$ cat config.mk
export PLATFORM = sky130hd
export DESIGN_NAME = sha256_round_ctrl_flat
export DESIGN_NICKNAME = d
export VERILOG_FILES = /design/src/rtl/sha256_pkg.sv /design/src/rtl/sha256_round_ctrl_if.sv /design/src/rtl/sha256_round_cnt.sv /design/src/rtl/sha256_round_ctrl.sv /design/src/flat_wrapper.sv
export SDC_FILE = /design/constraint.sdc
export NUM_CORES = 1
export LEC_CHECK = 0
export BUFFER_PORTS_ARGS = -buffer_cell sky130_fd_sc_hd__buf_2
export CAP_MARGIN = 15
export CORE_MARGIN = 1.5
export CORE_UTILIZATION = 30
export DETAILED_ROUTE_END_ITERATION = 10
export PLACE_DENSITY_LB_ADDON = 0.12
export SLEW_MARGIN = 25
export SYNTH_ARGS = -nofsm -noshare
export SYNTH_HDL_FRONTEND = slang
export SYNTH_SLANG_ARGS = --single-unit
export TNS_END_PERCENT = 1
$ cat constraint.sdc
create_clock -name clk -period 2.15 [get_ports clk]
set_input_delay 0.5375 -clock clk [delete_from_list [all_inputs] [get_ports clk]]
set_output_delay 0.5375 -clock clk [all_outputs]
set_load 0.02 [all_outputs]
$ cat src/rtl/sha256_pkg.sv
// Shared types and constants for the SHA-256 round controller and its datapath.
// The optional abort input is enabled with SHA256_CTRL_ABORT_EN.
package sha256_pkg;

   localparam int ADDR_WTH   = 6;
   localparam int NUM_ROUNDS = 64;
   localparam int MSG_WORDS  = 16;

   typedef enum logic [2:0] {
      IDLE   = 3'd0,
      PRIME  = 3'd1,
      ROUND  = 3'd2,
      UPDATE = 3'd3,
      DONE   = 3'd4
   } state_e;

   // Initial hash value; element 0 is H0.
   localparam logic [7:0][31:0] HASH_IV = {
      32'h5be0cd19, 32'h1f83d9ab, 32'h9b05688c, 32'h510e527f,
      32'ha54ff53a, 32'h3c6ef372, 32'hbb67ae85, 32'h6a09e667
   };

   function automatic logic [31:0] iv_word(input logic [2:0] idx);
      return HASH_IV[idx];
   endfunction

endpackage

$ cat src/rtl/sha256_round_ctrl_if.sv
// Handshake and strobe bundle between the round controller and the SHA-256 datapath.
// abort exists only when SHA256_CTRL_ABORT_EN is defined.
interface sha256_round_ctrl_if #(
   parameter int ADDR_WTH = sha256_pkg::ADDR_WTH
);
`ifdef SHA256_CTRL_ABORT_EN
   logic                abort;
`endif
   logic                block_valid;
   logic                block_first;
   logic                block_last;
   logic                block_ready;
   logic                rc_enable;
   logic [ADDR_WTH-1:0] rc_addr;
   logic                round_en;
   logic [ADDR_WTH-1:0] round_idx;
   logic                w_direct;
   logic                init_hash;
   logic                load_vars;
   logic                digest_update;
   logic                digest_valid;
   logic                digest_ready;
   logic                busy;

   modport master (
`ifdef SHA256_CTRL_ABORT_EN
      input  abort,
`endif
      input  block_valid, block_first, block_last, digest_ready,
      output block_ready, rc_enable, rc_addr, round_en, round_idx, w_direct,
      output init_hash, load_vars, digest_update, digest_valid, busy
   );

   modport slave (
`ifdef SHA256_CTRL_ABORT_EN
      output abort,
`endif
      output block_valid, block_first, block_last, digest_ready,
      input  block_ready, rc_enable, rc_addr, round_en, round_idx, w_direct,
      input  init_hash, load_vars, digest_update, digest_valid, busy
   );

endinterface

$ cat src/rtl/sha256_round_cnt.sv
// Round index counter: clear, load and saturating increment with a terminal-count flag.
module sha256_round_cnt #(
   parameter int WTH  = 6,
   parameter int LAST = 63
) (
   input  logic           clk,
   input  logic           reset,
   input  logic           clr_i,
   input  logic           inc_i,
   input  logic           load_i,
   input  logic [WTH-1:0] load_val_i,
   output logic [WTH-1:0] cnt_o,
   output logic           tc_o
);

   localparam logic [WTH-1:0] LAST_C = WTH'(LAST);

   logic [WTH-1:0] cnt_q;
   logic [WTH-1:0] cnt_d;
   logic           tc_s;

   assign tc_s = (cnt_q == LAST_C);

   // Next count; increment stops at the terminal value so the index never wraps.
   always_comb begin
      cnt_d = cnt_q;
      if (clr_i) begin
         cnt_d = '0;
      end else if (load_i) begin
         cnt_d = load_val_i;
      end else if (inc_i && !tc_s) begin
         cnt_d = cnt_q + WTH'(1);
      end else begin
         cnt_d = cnt_q;
      end
   end

   // Counter register.
   always_ff @(posedge clk) begin
      if (reset) begin
         cnt_q <= '0;
      end else begin
         cnt_q <= cnt_d;
      end
   end

   assign cnt_o = cnt_q;
   assign tc_o  = tc_s;

endmodule

$ cat src/rtl/sha256_round_ctrl.sv
// Sequencing FSM for the SHA-256 compression datapath: block handshake, K-ROM addressing,
// per-round strobes and digest handshake. SHA256_CTRL_ABORT_EN adds an abort input.
module sha256_round_ctrl #(
   parameter int ADDR_WTH   = sha256_pkg::ADDR_WTH,
   parameter int NUM_ROUNDS = sha256_pkg::NUM_ROUNDS,
   parameter int MSG_WORDS  = sha256_pkg::MSG_WORDS
) (
   input  logic               clk,
   input  logic               reset,
   sha256_round_ctrl_if.master bus
);
   import sha256_pkg::*;

   localparam logic [ADDR_WTH-1:0] MSG_WORDS_C = ADDR_WTH'(MSG_WORDS);

   state_e              state_q, state_d;
   logic                last_q, last_d;
   logic                cnt_clr_s, cnt_inc_s, cnt_tc_s, abort_s;
   logic [ADDR_WTH-1:0] cnt_s;

   logic                block_ready_s, rc_enable_s, round_en_s, w_direct_s;
   logic                init_hash_s, load_vars_s, digest_update_s, digest_valid_s;
   logic [ADDR_WTH-1:0] rc_addr_s, round_idx_s;

`ifdef SHA256_CTRL_ABORT_EN
   assign abort_s = bus.abort;
`else
   assign abort_s = 1'b0;
`endif

   sha256_round_cnt #(
      .WTH  (ADDR_WTH),
      .LAST (NUM_ROUNDS - 1)
   ) u_cnt (
      .clk        (clk),
      .reset      (reset),
      .clr_i      (cnt_clr_s),
      .inc_i      (cnt_inc_s),
      .load_i     (1'b0),
      .load_val_i ({ADDR_WTH{1'b0}}),
      .cnt_o      (cnt_s),
      .tc_o       (cnt_tc_s)
   );

   // Next-state and output decode.
   always_comb begin
      state_d         = state_q;
      last_d          = last_q;
      cnt_clr_s       = 1'b0;
      cnt_inc_s       = 1'b0;
      block_ready_s   = 1'b0;
      rc_enable_s     = 1'b0;
      rc_addr_s       = '0;
      round_en_s      = 1'b0;
      round_idx_s     = '0;
      w_direct_s      = 1'b0;
      init_hash_s     = 1'b0;
      load_vars_s     = 1'b0;
      digest_update_s = 1'b0;
      digest_valid_s  = 1'b0;
      case (state_q)
         IDLE: begin
            block_ready_s = 1'b1;
            // No handshake may be taken while reset is held.
            if (bus.block_valid && !reset) begin
               load_vars_s = 1'b1;
               init_hash_s = bus.block_first;
               last_d      = bus.block_last;
               cnt_clr_s   = 1'b1;
               state_d     = PRIME;
            end else begin
               state_d = IDLE;
            end
         end
         PRIME: begin
            if (abort_s) begin
               cnt_clr_s = 1'b1;
               state_d   = IDLE;
            end else begin
               rc_enable_s = 1'b1;
               rc_addr_s   = '0;
               state_d     = ROUND;
            end
         end
         ROUND: begin
            if (abort_s) begin
               cnt_clr_s = 1'b1;
               state_d   = IDLE;
            end else begin
               round_en_s  = 1'b1;
               round_idx_s = cnt_s;
               w_direct_s  = (cnt_s < MSG_WORDS_C);
               // The ROM address runs one round ahead to cover its registered read.
               if (cnt_tc_s) begin
                  cnt_clr_s = 1'b1;
                  state_d   = UPDATE;
               end else begin
                  rc_enable_s = 1'b1;
                  rc_addr_s   = cnt_s + ADDR_WTH'(1);
                  cnt_inc_s   = 1'b1;
               end
            end
         end
         UPDATE: begin
            if (abort_s) begin
               state_d = IDLE;
            end else begin
               digest_update_s = 1'b1;
               state_d         = last_q ? DONE : IDLE;
            end
         end
         DONE: begin
            if (abort_s) begin
               state_d = IDLE;
            end else begin
               digest_valid_s = 1'b1;
               state_d        = bus.digest_ready ? IDLE : DONE;
            end
         end
         default: begin
            cnt_clr_s = 1'b1;
            state_d   = IDLE;
         end
      endcase
   end

   // State and last-block flag registers.
   always_ff @(posedge clk) begin
      if (reset) begin
         state_q <= IDLE;
         last_q  <= 1'b0;
      end else begin
         state_q <= state_d;
         last_q  <= last_d;
      end
   end

   assign bus.block_ready   = block_ready_s;
   assign bus.rc_enable     = rc_enable_s;
   assign bus.rc_addr       = rc_addr_s;
   assign bus.round_en      = round_en_s;
   assign bus.round_idx     = round_idx_s;
   assign bus.w_direct      = w_direct_s;
   assign bus.init_hash     = init_hash_s;
   assign bus.load_vars     = load_vars_s;
   assign bus.digest_update = digest_update_s;
   assign bus.digest_valid  = digest_valid_s;
   assign bus.busy          = (state_q != IDLE);

endmodule

$ cat src/flat_wrapper.sv
// flat-port wrapper written by rule: the top's interface ports become plain ports
module sha256_round_ctrl_flat import sha256_pkg::*;
#(
   parameter int ADDR_WTH   = sha256_pkg::ADDR_WTH,
   parameter int NUM_ROUNDS = sha256_pkg::NUM_ROUNDS,
   parameter int MSG_WORDS  = sha256_pkg::MSG_WORDS
)
  (clk, reset, bus_block_valid, bus_block_first, bus_block_last, bus_digest_ready, bus_block_ready, bus_rc_enable, bus_rc_addr, bus_round_en, bus_round_idx, bus_w_direct, bus_init_hash, bus_load_vars, bus_digest_update, bus_digest_valid, bus_busy);
  sha256_round_ctrl_if #(.ADDR_WTH(ADDR_WTH)) bus_i ();
  input  logic clk;
  input  logic reset;
  input wire logic [$bits(bus_i.block_valid)-1:0] bus_block_valid;
  input wire logic [$bits(bus_i.block_first)-1:0] bus_block_first;
  input wire logic [$bits(bus_i.block_last)-1:0] bus_block_last;
  input wire logic [$bits(bus_i.digest_ready)-1:0] bus_digest_ready;
  output wire logic [$bits(bus_i.block_ready)-1:0] bus_block_ready;
  output wire logic [$bits(bus_i.rc_enable)-1:0] bus_rc_enable;
  output wire logic [$bits(bus_i.rc_addr)-1:0] bus_rc_addr;
  output wire logic [$bits(bus_i.round_en)-1:0] bus_round_en;
  output wire logic [$bits(bus_i.round_idx)-1:0] bus_round_idx;
  output wire logic [$bits(bus_i.w_direct)-1:0] bus_w_direct;
  output wire logic [$bits(bus_i.init_hash)-1:0] bus_init_hash;
  output wire logic [$bits(bus_i.load_vars)-1:0] bus_load_vars;
  output wire logic [$bits(bus_i.digest_update)-1:0] bus_digest_update;
  output wire logic [$bits(bus_i.digest_valid)-1:0] bus_digest_valid;
  output wire logic [$bits(bus_i.busy)-1:0] bus_busy;
  assign bus_i.block_valid = bus_block_valid;
  assign bus_i.block_first = bus_block_first;
  assign bus_i.block_last = bus_block_last;
  assign bus_i.digest_ready = bus_digest_ready;
  assign bus_block_ready = bus_i.block_ready;
  assign bus_rc_enable = bus_i.rc_enable;
  assign bus_rc_addr = bus_i.rc_addr;
  assign bus_round_en = bus_i.round_en;
  assign bus_round_idx = bus_i.round_idx;
  assign bus_w_direct = bus_i.w_direct;
  assign bus_init_hash = bus_i.init_hash;
  assign bus_load_vars = bus_i.load_vars;
  assign bus_digest_update = bus_i.digest_update;
  assign bus_digest_valid = bus_i.digest_valid;
  assign bus_busy = bus_i.busy;
  sha256_round_ctrl #(.ADDR_WTH(ADDR_WTH), .NUM_ROUNDS(NUM_ROUNDS), .MSG_WORDS(MSG_WORDS)) u_core (.clk(clk), .reset(reset), .bus(bus_i));
endmodule
==> run summary, run 1 <==
outcome -> finished, final reports clean
Startpoint Class -> flip-flop
H-Tree Level Count -> 1
CP startpoint -> u_core.u_cnt.cnt_o[0]
Syn Nets -> 95
vias -> 710
gr usage total -> 15.3%
crit path kind -> flip-flop to output port
# IOs -> 27
FP Rows -> 16
vias in the first global route -> 628
wire length per cell -> 11.9 um
P_leak -> 0.000418 uW
top post-synthesis cells by count -> dfxtp_1 (10), nor2_1 (9), a21oi_1 (8)
Die Width -> 49.5 um
Worst VDD drop -> 223 uV
hold slack -> 0.479 ns
internal power -> 317 uW
CTS Sinks -> 10
number of buffers created by CTS -> 3
Die Height -> 49.5 um
Clock Latency Late Sink -> 0.27 ns
Register Area -> 203 um^2
TNS Setup -> 0 ns
Critical Path Sink Type -> output port
ANT nets after route -> 0
Primary FF master, synth -> dfxtp_1
Seq/Total Area, Yosys -> 30.8%
share of cells above drive strength 1 -> 37.2%
Remaining Overflow, GRT -> 0
Clock transition at path regs -> 0.07 ns
Placer Congestion -> 0.793
sw frac -> 26.1%
area occupied by multi-input gates -> 412 um^2
crit-path max FO -> 6
worst reg-to-reg setup slack -> 0.52 ns
CTS Buffer Depth -> 2
CTS Root Buffer Type -> clkbuf_4
Post-synth EDFFs -> 0
Sw Pwr -> 112 uW
FILL cells -> 227
minimum clock period -> 2.05 ns
Fin. Hold Viols -> 0
most common cell in the netlist -> dfxtp_1
Max Cap Violations -> 0
cell count after placement -> 144
worst-case clock skew -> 0.00640 ns
leading area contributor after synthesis -> dfxtp_1
dpl ws -> 0.286 ns
pin count of the biggest net entering global routing -> 13
CTS Hold Bufs -> 0
Slew Viols, Final -> 0
worst min path class -> flip-flop to flip-flop
Ant. Diodes -> 0
async set-or-reset flop fraction in the synthesized netlist -> 0%
initial antenna violation count -> 0
Cell Pwr Density -> 476 nW/um^2
area delta synth->final -> 38.5%
1st-iter DRT viols -> 15
FF-to-FF End -> u_core.u_cnt.cnt_o[5]
starting density of the core -> 32.4%
library cells used by synthesis -> 32
RSZ-0062 raised after global routing -> false
Slew @ Worst Pin -> 0.565 ns
Die Area -> 2450 um^2
Netlist Area Pre-Place -> 649 um^2
hpwl dp -> 1.32 mm
Buffers on Ports -> 26
period utilisation layout -> 95.2%
Synth Register Bits -> 10
setup bufs post-CTS -> 0
Register-to-Register Path Depth -> 4
DR vias/cell -> 4.80
Gate Count Post-Synth -> 88
slew margin rel. -> 61.8%
# DRC -> 0
Flop pwr share -> 44.6%
Reg2Reg Launch Point -> u_core.state_q[2]
final setup violation count -> 0
Setup crit end -> bus_rc_addr[1]
Syn Area/Cell -> 7.38 um^2
CTS tree -> built
fmax -> 489 MHz
clock network fraction of total power -> 40.6%
Hold Path Cell Cnt -> 2
CP Data Arrival Time -> 1.51 ns
worst endpoint required time -> 1.61 ns
Total Power -> 428 uW
ranking of synthesized cells by area -> dfxtp_1 (31%), a21oi_1 (6.2%), and2_1 (5.8%), nor2_1 (5.2%), xnor2_1 (4.0%)
Synth top area share -> 30.8%
combinational power share -> 14.8%
setup slack after layout -> 0.104 ns
non-filler cells, final -> 148
first-pass detailed-route iteration total -> 4
first-pass GRT wire length -> 2.89 mm
core area -> 2000 um^2
YS warnings -> 0
Total Wirelength -> 1.76 mm
layout net count -> 129
power by group through the flow:
stage	clock [uW]	combinational [uW]	sequential [uW]
after floorplan	0	38.2	197
after global placement	0	62.5	195
after detailed placement	0	63.2	195
after CTS	179	63.6	191
after global routing	189	69.9	191
final	174	63.6	191
layer usage:
metal | GRT usage, % | part of all wire, % | vias up
met5 | 0 | 0 | -
met4 | 5.56 | 0.85 | 0
met3 | 3.64 | 4.0 | 2
met2 | 23.1 | 45 | 14
met1 | 21.1 | 50 | 321
li1 | - | - | 373
timing repair:
item,CTS,global route
cloned,0,0
endpoints found under the hold margin,0,0
setup endpoints to repair,1,4
gates resized for setup,1,5
pin swaps,0,1
worst max-delay path, cell delays in order, from the launching register on:
cell      delay, ns
dfxtp_2        0.38
ha_1           0.18
nand2_1        0.16
o211ai_1       0.31
inv_1          0.06
buf_2          0.16
final cells by class:
type                    count  share of cell area (%)
flip-flops and latches     10                    22.5
inverters                   6                    2.50
clock buffers               4                    4.03
multi-input cells          67                    45.8
repair buffers             34                    21.4
well taps                  27                    3.76
through the flow:
stage	area, um^2	util, %
final	900	44.9
after global routing	900	44.9
after CTS	890	44.4
after detailed placement	853	42.6
after global placement	853	42.6
after floorplan	649	-
registers in the layout, summed over array words and instances (netlist names):
| signal | count |
|---|---|
| u_core.u_cnt.cnt_o | 6 |
| u_core.state_q | 3 |
| u_core.last_q | 1 |
cells by family (layout without fill, tap and decap cells):
group	count (synthesis)	in the layout	share of synthesized area, %
AO/OA/AOI/OAI	19	19	17.7
XOR/XNOR	4	4	5.40
adder cells (fa/ha/maj)	1	1	1.93
buffers and inverters	11	44	6.55
flip-flops	10	10	30.8
multiplexers	1	1	1.54
AND/OR/NAND/NOR	42	42	36.0
worst min-delay path by stage:
stage | from | endpoint
final | u_core.last_q | u_core.state_q[2]
after global placement | u_core.last_q | u_core.state_q[2]
after floorplan | u_core.last_q | u_core.state_q[2]
after detailed placement | u_core.last_q | u_core.state_q[2]
after CTS | u_core.last_q | u_core.state_q[2]
after global routing | u_core.last_q | u_core.state_q[2]
placed cells by master, fill, tap and decap left out, types with 2 or more instances in the layout:
cell type / netlist / final
xnor2_1: 3 / 3
dfxtp_2: 0 / 2
inv_1: 6 / 5
and2_1: 6 / 6
buf_4: 0 / 9
dfxtp_1: 10 / 8
buf_2: 1 / 25
nand3_1: 3 / 3
nand2_1: 6 / 6
nor2_1: 9 / 9
nor2b_1: 2 / 2
o21ai_0: 4 / 3
o211ai_1: 3 / 3
nor3_1: 3 / 2
or3_1: 3 / 3
a21oi_1: 8 / 8
clkbuf_4: 0 / 3
(Power assumes the default switching activity.)
==> inputs of run 2 (changes only) <==
--- a/config.mk
+++ b/config.mk
@@ -5,11 +5,11 @@
 export SDC_FILE = /design/constraint.sdc
 export NUM_CORES = 1
 export LEC_CHECK = 0
-export BUFFER_PORTS_ARGS = -buffer_cell sky130_fd_sc_hd__buf_2
 export CAP_MARGIN = 15
 export CORE_MARGIN = 1.5
 export CORE_UTILIZATION = 30
 export DETAILED_ROUTE_END_ITERATION = 10
+export DONT_BUFFER_PORTS = 1
 export PLACE_DENSITY_LB_ADDON = 0.12
 export SLEW_MARGIN = 25
 export SYNTH_ARGS = -nofsm -noshare
==> run summary, run 2 (synthesis gave the netlist of run 1 again) <==
outcome -> finished, final reports clean
H-Tree Level Count -> 1 (unchanged)
met1 WL -> 817 um (-6.8%)
1st-iter DRT viols -> 14 (-1)
crit path kind -> flip-flop to output port
period utilisation layout -> 96.2% (+1.1 points)
final setup violation count -> 0 (unchanged)
CP Data Arrival Time -> 1.53 ns (+0.02 ns)
Fin. Hold Viols -> 0 (unchanged)
ANT nets after route -> 0 (unchanged)
WL met2 -> 686 um (-14%)
DR top layer -> met4
Startpoint Class -> flip-flop
clock network fraction of total power -> 34.2% (-6.4 points)
dpl ws -> 0.251 ns (-0.0354 ns)
fmax -> 483 MHz (-1.1%)
# DRC -> 0 (unchanged)
kind of cell adding the most delay to the critical path -> simple AND/OR/NAND/NOR gates
CP max-delay cell -> and3_1
first-pass GRT wire length -> 2.59 mm (-11%)
combinational power share -> 14.5% (-0.3 points)
vias -> 642 (-9.6%)
sw frac -> 27.0% (+0.90 points)
most frequent cells in the layout -> buf_4 (12), nor2_1 (9), a21oi_1 (8), dfxtp_1 (8), nand2_1 (6)
FILL cells -> 220 (-3.1%)
Slew @ Worst Pin -> 0.582 ns (+0.0170 ns)
Final Cell Area -> 793 um^2 (-12%)
Reg2Reg Launch Point -> u_core.state_q[1]
# IOs -> 27 (unchanged)
FP Rows -> 16 (unchanged)
metal3 WL -> 101 um (+42%)
Ant. Diodes -> 0 (unchanged)
CTS tree -> built
Max Cap Violations -> 0 (unchanged)
Remaining Overflow, GRT -> 0 (unchanged)
area delta synth->final -> 22.2%
starting density of the core -> 32.4% (unchanged)
CTS Sinks -> 10 (unchanged)
Flop pwr share -> 51.3% (+6.7 points)
DR vias/cell -> 5.14 (+7.1%)
initial antenna violation count -> 0 (unchanged)
worst endpoint required time -> 1.61 ns (about the same)
share of cells above drive strength 1 -> 24.5% (-13 points)
Buffers on Ports -> 0 (-100%)
Clock transition at path regs -> 0.06 ns (about the same)
Sw Pwr -> 101 uW (-9.6%)
slew margin rel. -> 60.6% (-1.1 points)
hpwl dp -> 1.21 mm (-8.6%)
Placer Congestion -> 0.760 (-4.1%)
Worst VDD drop -> 265 uV (+18%)
most common cell after layout, fill and taps aside -> buf_4
wire length per cell -> 13.0 um (+9.0%)
Die Width -> 49.5 um (unchanged)
first-pass detailed-route iteration total -> 4 (unchanged)
Slew Viols, Final -> 0 (unchanged)
pin count of the biggest net entering global routing -> 13 (unchanged)
gr usage total -> 13.7% (-1.7 points)
Register-to-Register Path Depth -> 4 (unchanged)
min-delay src -> reset
RSZ-0062 raised after global routing -> false
worst-case clock skew -> 0.00260 ns (-0.00381 ns)
number of buffers created by CTS -> 3 (unchanged)
worst-path cell chain -> buf_4 > nor2_1 > and3_1 > and2_1
Cell Pwr Density -> 472 nW/um^2 (-0.91%)
CTS Root Buffer Type -> clkbuf_4
setup bufs post-CTS -> 0 (unchanged)
P_leak -> 0.000295 uW (-29%)
CP startpoint -> u_core.state_q[1]
worst min path class -> input port to flip-flop
layout net count -> 107 (-17%)
vias in the first global route -> 536 (-15%)
Hold Path Cell Cnt -> 1 (-1)
core area -> 2000 um^2 (unchanged)
Critical Path Sink Type -> output port
placed instance area -> 753 um^2 (-12%)
CTS Buffer Depth -> 2 (unchanged)
CP Depth -> 4 (-1)
minimum clock period -> 2.07 ns (+0.0230 ns)
Total Power -> 374 uW (-13%)
Clock Latency Late Sink -> 0.26 ns (about the same)
TNS Setup -> 0 ns (unchanged)
internal power -> 273 uW (-14%)
Die Height -> 49.5 um (unchanged)
CP max stage delay -> 0.35 ns (-0.03 ns)
Total Wirelength -> 1.62 mm (-8.0%)
setup slack after layout -> 0.0812 ns (-0.0230 ns)
Buf/Inv on CP -> 1 (-1)
Largest register FFs -> 6 (unchanged)
crit-path max FO -> 8 (+2)
Die Area -> 2450 um^2 (unchanged)
run 2: cell types whose count changed in the layout (fill, tap and decap cells not counted):
| cell | change |
|---|---|
| nor3_2 | -1 |
| buf_4 | +3 |
| o21ai_0 | +1 |
| nor3_1 | +1 |
| and2_1 | -2 |
| buf_2 | -25 |
| and2_2 | +2 |
| ha_4 | +1 |
| ha_1 | -1 |
| o21ai_1 | -1 |
| clkbuf_8 | -1 |
run 2: repair_timing:
item / in CTS / in global routing
endpoints found under the setup margin: 4 / 7
resized for setup: 1 / 6
pin swaps: 0 / 1
hold buffers: 0 / 0
run 2: stage by stage:
step,std cells,util (%),hold slack (ns)
after floorplan,88,-,0.430
after global placement,122,37.6,0.465
after detailed placement,122,37.6,0.464
after CTS,125,38.9,0.333
after global routing,125,39.6,0.325
final,125,39.6,0.340
run 2: path summary, 6_finish.rpt:
| check | to | slack (ns) |
|---|---|---|
| max | bus_init_hash | 0.08 |
| min | u_core.last_q | 0.34 |
| max reg2reg | u_core.u_cnt.cnt_o[5] | 0.52 |
| min reg2reg | u_core.state_q[2] | 0.49 |
run 2: metal layers:
metal,vias to the layer above,GRT usage (%)
li1,324,-
met1,295,18.8
met2,21,18.7
met3,2,4.55
met4,0,6.94
met5,-,0
run 2: cell type report:
type	instances	area [um^2]	area share, %
Tap cell	27	33.8	4.26
Timing Repair Buffer	12	90.1	11.4
Clock buffer	3	22.5	2.84
Multi-Input combinational cell	67	422	53.2
Inverter	6	22.5	2.84
Sequential cell	10	203	25.6
run 2: power by group through the flow:
stage	Sequential [uW]	Clock, uW	Combinational, uW
2_1_floorplan	197	0	38.2
3_3_place_gp	196	0	53.8
3_5_place_dp	196	0	54.3
4_1_cts	191	133	54.4
5_1_grt	192	142	59.2
6_report	192	128	54.4
==> inputs of run 3 (changes only) <==
--- a/config.mk
+++ b/config.mk
@@ -5,6 +5,7 @@
 export SDC_FILE = /design/constraint.sdc
 export NUM_CORES = 1
 export LEC_CHECK = 0
+export ABC_AREA = 1
 export CAP_MARGIN = 15
 export CORE_MARGIN = 1.5
 export CORE_UTILIZATION = 30
==> run summary, run 3 <==
DR vias/cell -> 4.44 (-13%)
period utilisation layout -> 94.7% (-1.6 points)
Sw Pwr -> 134 uW (+32%)
YS warnings -> 0 (unchanged)
minimum clock period -> 2.04 ns (-0.0336 ns)
Post-Synth Adder-Cell Area -> 1.79% (-0.13 points)
Buffers on Ports -> 0 (unchanged)
CP Data Arrival Time -> 1.50 ns (-0.03 ns)
crit path kind -> flip-flop to output port
Final Core Density -> 35.8% (-3.8 points)
Die Width -> 51.2 um (+3.5%)
largest family of logic cells by synthesized area -> simple AND/OR/NAND/NOR gates
Worst VDD drop -> 333 uV (+26%)
setup slack after layout -> 0.115 ns (+0.0336 ns)
cell count after placement -> 127 (+4.1%)
starting density of the core -> 31.6% (-0.88 points)
worst endpoint required time -> 1.61 ns (about the same)
P_leak -> 0.000336 uW (+14%)
outcome -> finished, final reports clean
Syn Nets -> 104 (+9.5%)
TNS Setup -> 0 ns (unchanged)
Flop pwr share -> 43.8% (-7.5 points)
RSZ-0062 raised after global routing -> false
CTS tree -> built
Total Wirelength -> 1.42 mm (-12%)
share of cells above drive strength 1 -> 31.1% (+6.6 points)
core area -> 2210 um^2 (+10%)
clock network fraction of total power -> 37.9% (+3.7 points)
Syn Area/Cell -> 7.20 um^2 (-2.5%)
Critical Path Sink Type -> output port
wire length per cell -> 10.9 um (-16%)
combinational power share -> 18.3% (+3.8 points)
Synth top area share -> 28.7% (-2.2 points)
Placer Congestion -> 0.677 (-11%)
Seq/Total Area, Yosys -> 28.7% (-2.2 points)
1st-iter DRT viols -> 0 (-14)
Post-synth EDFFs -> 0 (unchanged)
library cells used by synthesis -> 24 (-25%)
post-synthesis simple-gate area fraction -> 41.9% (+5.9 points)
Netlist Area Pre-Place -> 698 um^2 (+7.5%)
Synth Register Bits -> 10 (unchanged)
first-pass detailed-route iteration total -> 1 (-3)
post-synthesis mux area share -> 0% (-1.5 points)
hpwl dp -> 1.14 mm (-5.7%)
gr usage total -> 11.8% (-1.9 points)
FP Rows -> 17 (+1)
pin count of the biggest net entering global routing -> 10 (-3)
fmax -> 491 MHz (+1.7%)
worst-case clock skew -> 0.00256 ns (-0.0000418 ns)
Die Height -> 51.2 um (+3.5%)
dpl ws -> 0.283 ns (+0.0321 ns)
CTS Sinks -> 10 (unchanged)
Ant. Diodes -> 0 (unchanged)
layout net count -> 111 (+3.7%)
leading area contributor after synthesis -> dfxtp_1
worst min path class -> input port to flip-flop
Primary FF master, synth -> dfxtp_1
initial antenna violation count -> 0 (unchanged)
CTS Hold Bufs -> 0 (unchanged)
CTS Buffer Depth -> 2 (unchanged)
first-pass GRT wire length -> 2.25 mm (-13%)
internal power -> 316 uW (+16%)
CTS Root Buffer Type -> clkbuf_4
Slew @ Worst Pin -> 0.384 ns (-0.199 ns)
number of buffers created by CTS -> 3 (unchanged)
Clock transition at path regs -> 0.07 ns (about the same)
Gate Count Post-Synth -> 97 (+10%)
vias in the first global route -> 470 (-12%)
final setup violation count -> 0 (unchanged)
Startpoint Class -> flip-flop
FILL cells -> 253 (+15%)
Clock Latency Late Sink -> 0.26 ns (about the same)
H-Tree Level Count -> 1 (unchanged)
sw frac -> 29.7% (+2.7 points)
Total Power -> 449 uW (+20%)
most common cell in the netlist -> inv_1
most frequent cells in the layout -> inv_1 (19), nand2_1 (14), nor2_1 (13)
area delta synth->final -> 13.4%
Synth Area in XOR/XNOR -> 1.25% (-4.1 points)
non-filler cells, final -> 131 (+4.8%)
top post-synthesis cells by count -> inv_1 (19), nand2_1 (14), nor2_1 (14)
worst reg-to-reg setup slack -> 0.87 ns (+0.35 ns)
vias -> 582 (-9.3%)
Die Area -> 2630 um^2 (+7.0%)
Largest register FFs -> 6 (unchanged)
Remaining Overflow, GRT -> 0 (unchanged)
Slew Viols, Final -> 0 (unchanged)
async set-or-reset flop fraction in the synthesized netlist -> 0% (unchanged)
most common cell after layout, fill and taps aside -> inv_1
Fin. Hold Viols -> 0 (unchanged)
slew margin rel. -> 74.3% (+14 points)
Max Cap Violations -> 0 (unchanged)
# DRC -> 0 (unchanged)
crit-path max FO -> 5 (-3)
post-synthesis compound-gate area fraction -> 14.5% (-3.2 points)
ANT nets after route -> 0 (unchanged)
ranking of synthesized cells by area -> dfxtp_1 (29%), inv_1 (10%), nand2_1 (7.5%), nor2_1 (7.5%), a21oi_2 (7.5%)
Cell Pwr Density -> 568 nW/um^2 (+20%)
# IOs -> 27 (unchanged)
[run 3: cells by family (layout without fill, tap and decap cells)]
logic type	count (synthesis)	count (layout)
AO/OA/AOI/OAI	13	13
XOR/XNOR	1	1
adder cells (fa/ha/maj)	1	1
buffers and inverters	22	28
flip-flops	10	10
AND/OR/NAND/NOR	50	50
[run 3: worst paths after layout]
| kind | start | endpoint | cells past startpoint |
|---|---|---|---|
| min | reset | u_core.state_q[2] | 1 |
| min reg2reg | u_core.last_q | u_core.state_q[2] | 2 |
| max | u_core.state_q[0] | bus_load_vars | 7 |
| max reg2reg | u_core.u_cnt.cnt_o[0] | u_core.u_cnt.cnt_o[2] | 6 |
[run 3: repair_timing]
item,CTS,global route
setup buffers,0,0
setup endpoints to repair,1,1
gates resized for setup,1,1
[run 3: worst max-delay path, cell delays in order, from the launching register on]
cell and delay, ns:
dfxtp_1 0.38, nor2_2 0.17, nand2_2 0.14, inv_2 0.16, nand2_4 0.09, inv_2 0.06, nand2_1 0.08, inv_1 0.17
[run 3: final cells by class]
cell class                      instances  area (um^2)  area share [%]
Clock buffer                            4         36.3            4.58
Inverter                               22         82.6            10.4
Multi-Input combinational cell         65          423            53.4
Sequential cell                        10          200            25.3
Tap cell                               28         35.0            4.42
Timing Repair Buffer                    2         15.0            1.90
[run 3: power groups by stage]
| stage | Clock, uW | Sequential (uW) | Combinational, uW |
|---|---|---|---|
| after floorplan | 0 | 200 | 67.8 |
| after global placement | 0 | 201 | 82.5 |
| after detailed placement | 0 | 201 | 82.1 |
| after CTS | 175 | 197 | 83.0 |
| after global routing | 186 | 198 | 90.9 |
| final | 170 | 197 | 82.2 |
[run 3: per-layer routing]
layer,vias up,part of all wire [%],track usage (%)
met2,14,41,14.5
met1,254,50,17.4
li1,310,-,-
met5,-,0,0
met3,4,6.5,3.80
met4,0,1.8,6.58
[run 3: stage by stage]
stage / hold slack [ns] / area [um^2]
2_1_floorplan: 0.439 / 698
3_3_place_gp: 0.462 / 748
3_5_place_dp: 0.465 / 748
4_1_cts: 0.325 / 787
5_1_grt: 0.316 / 792
6_report: 0.332 / 792
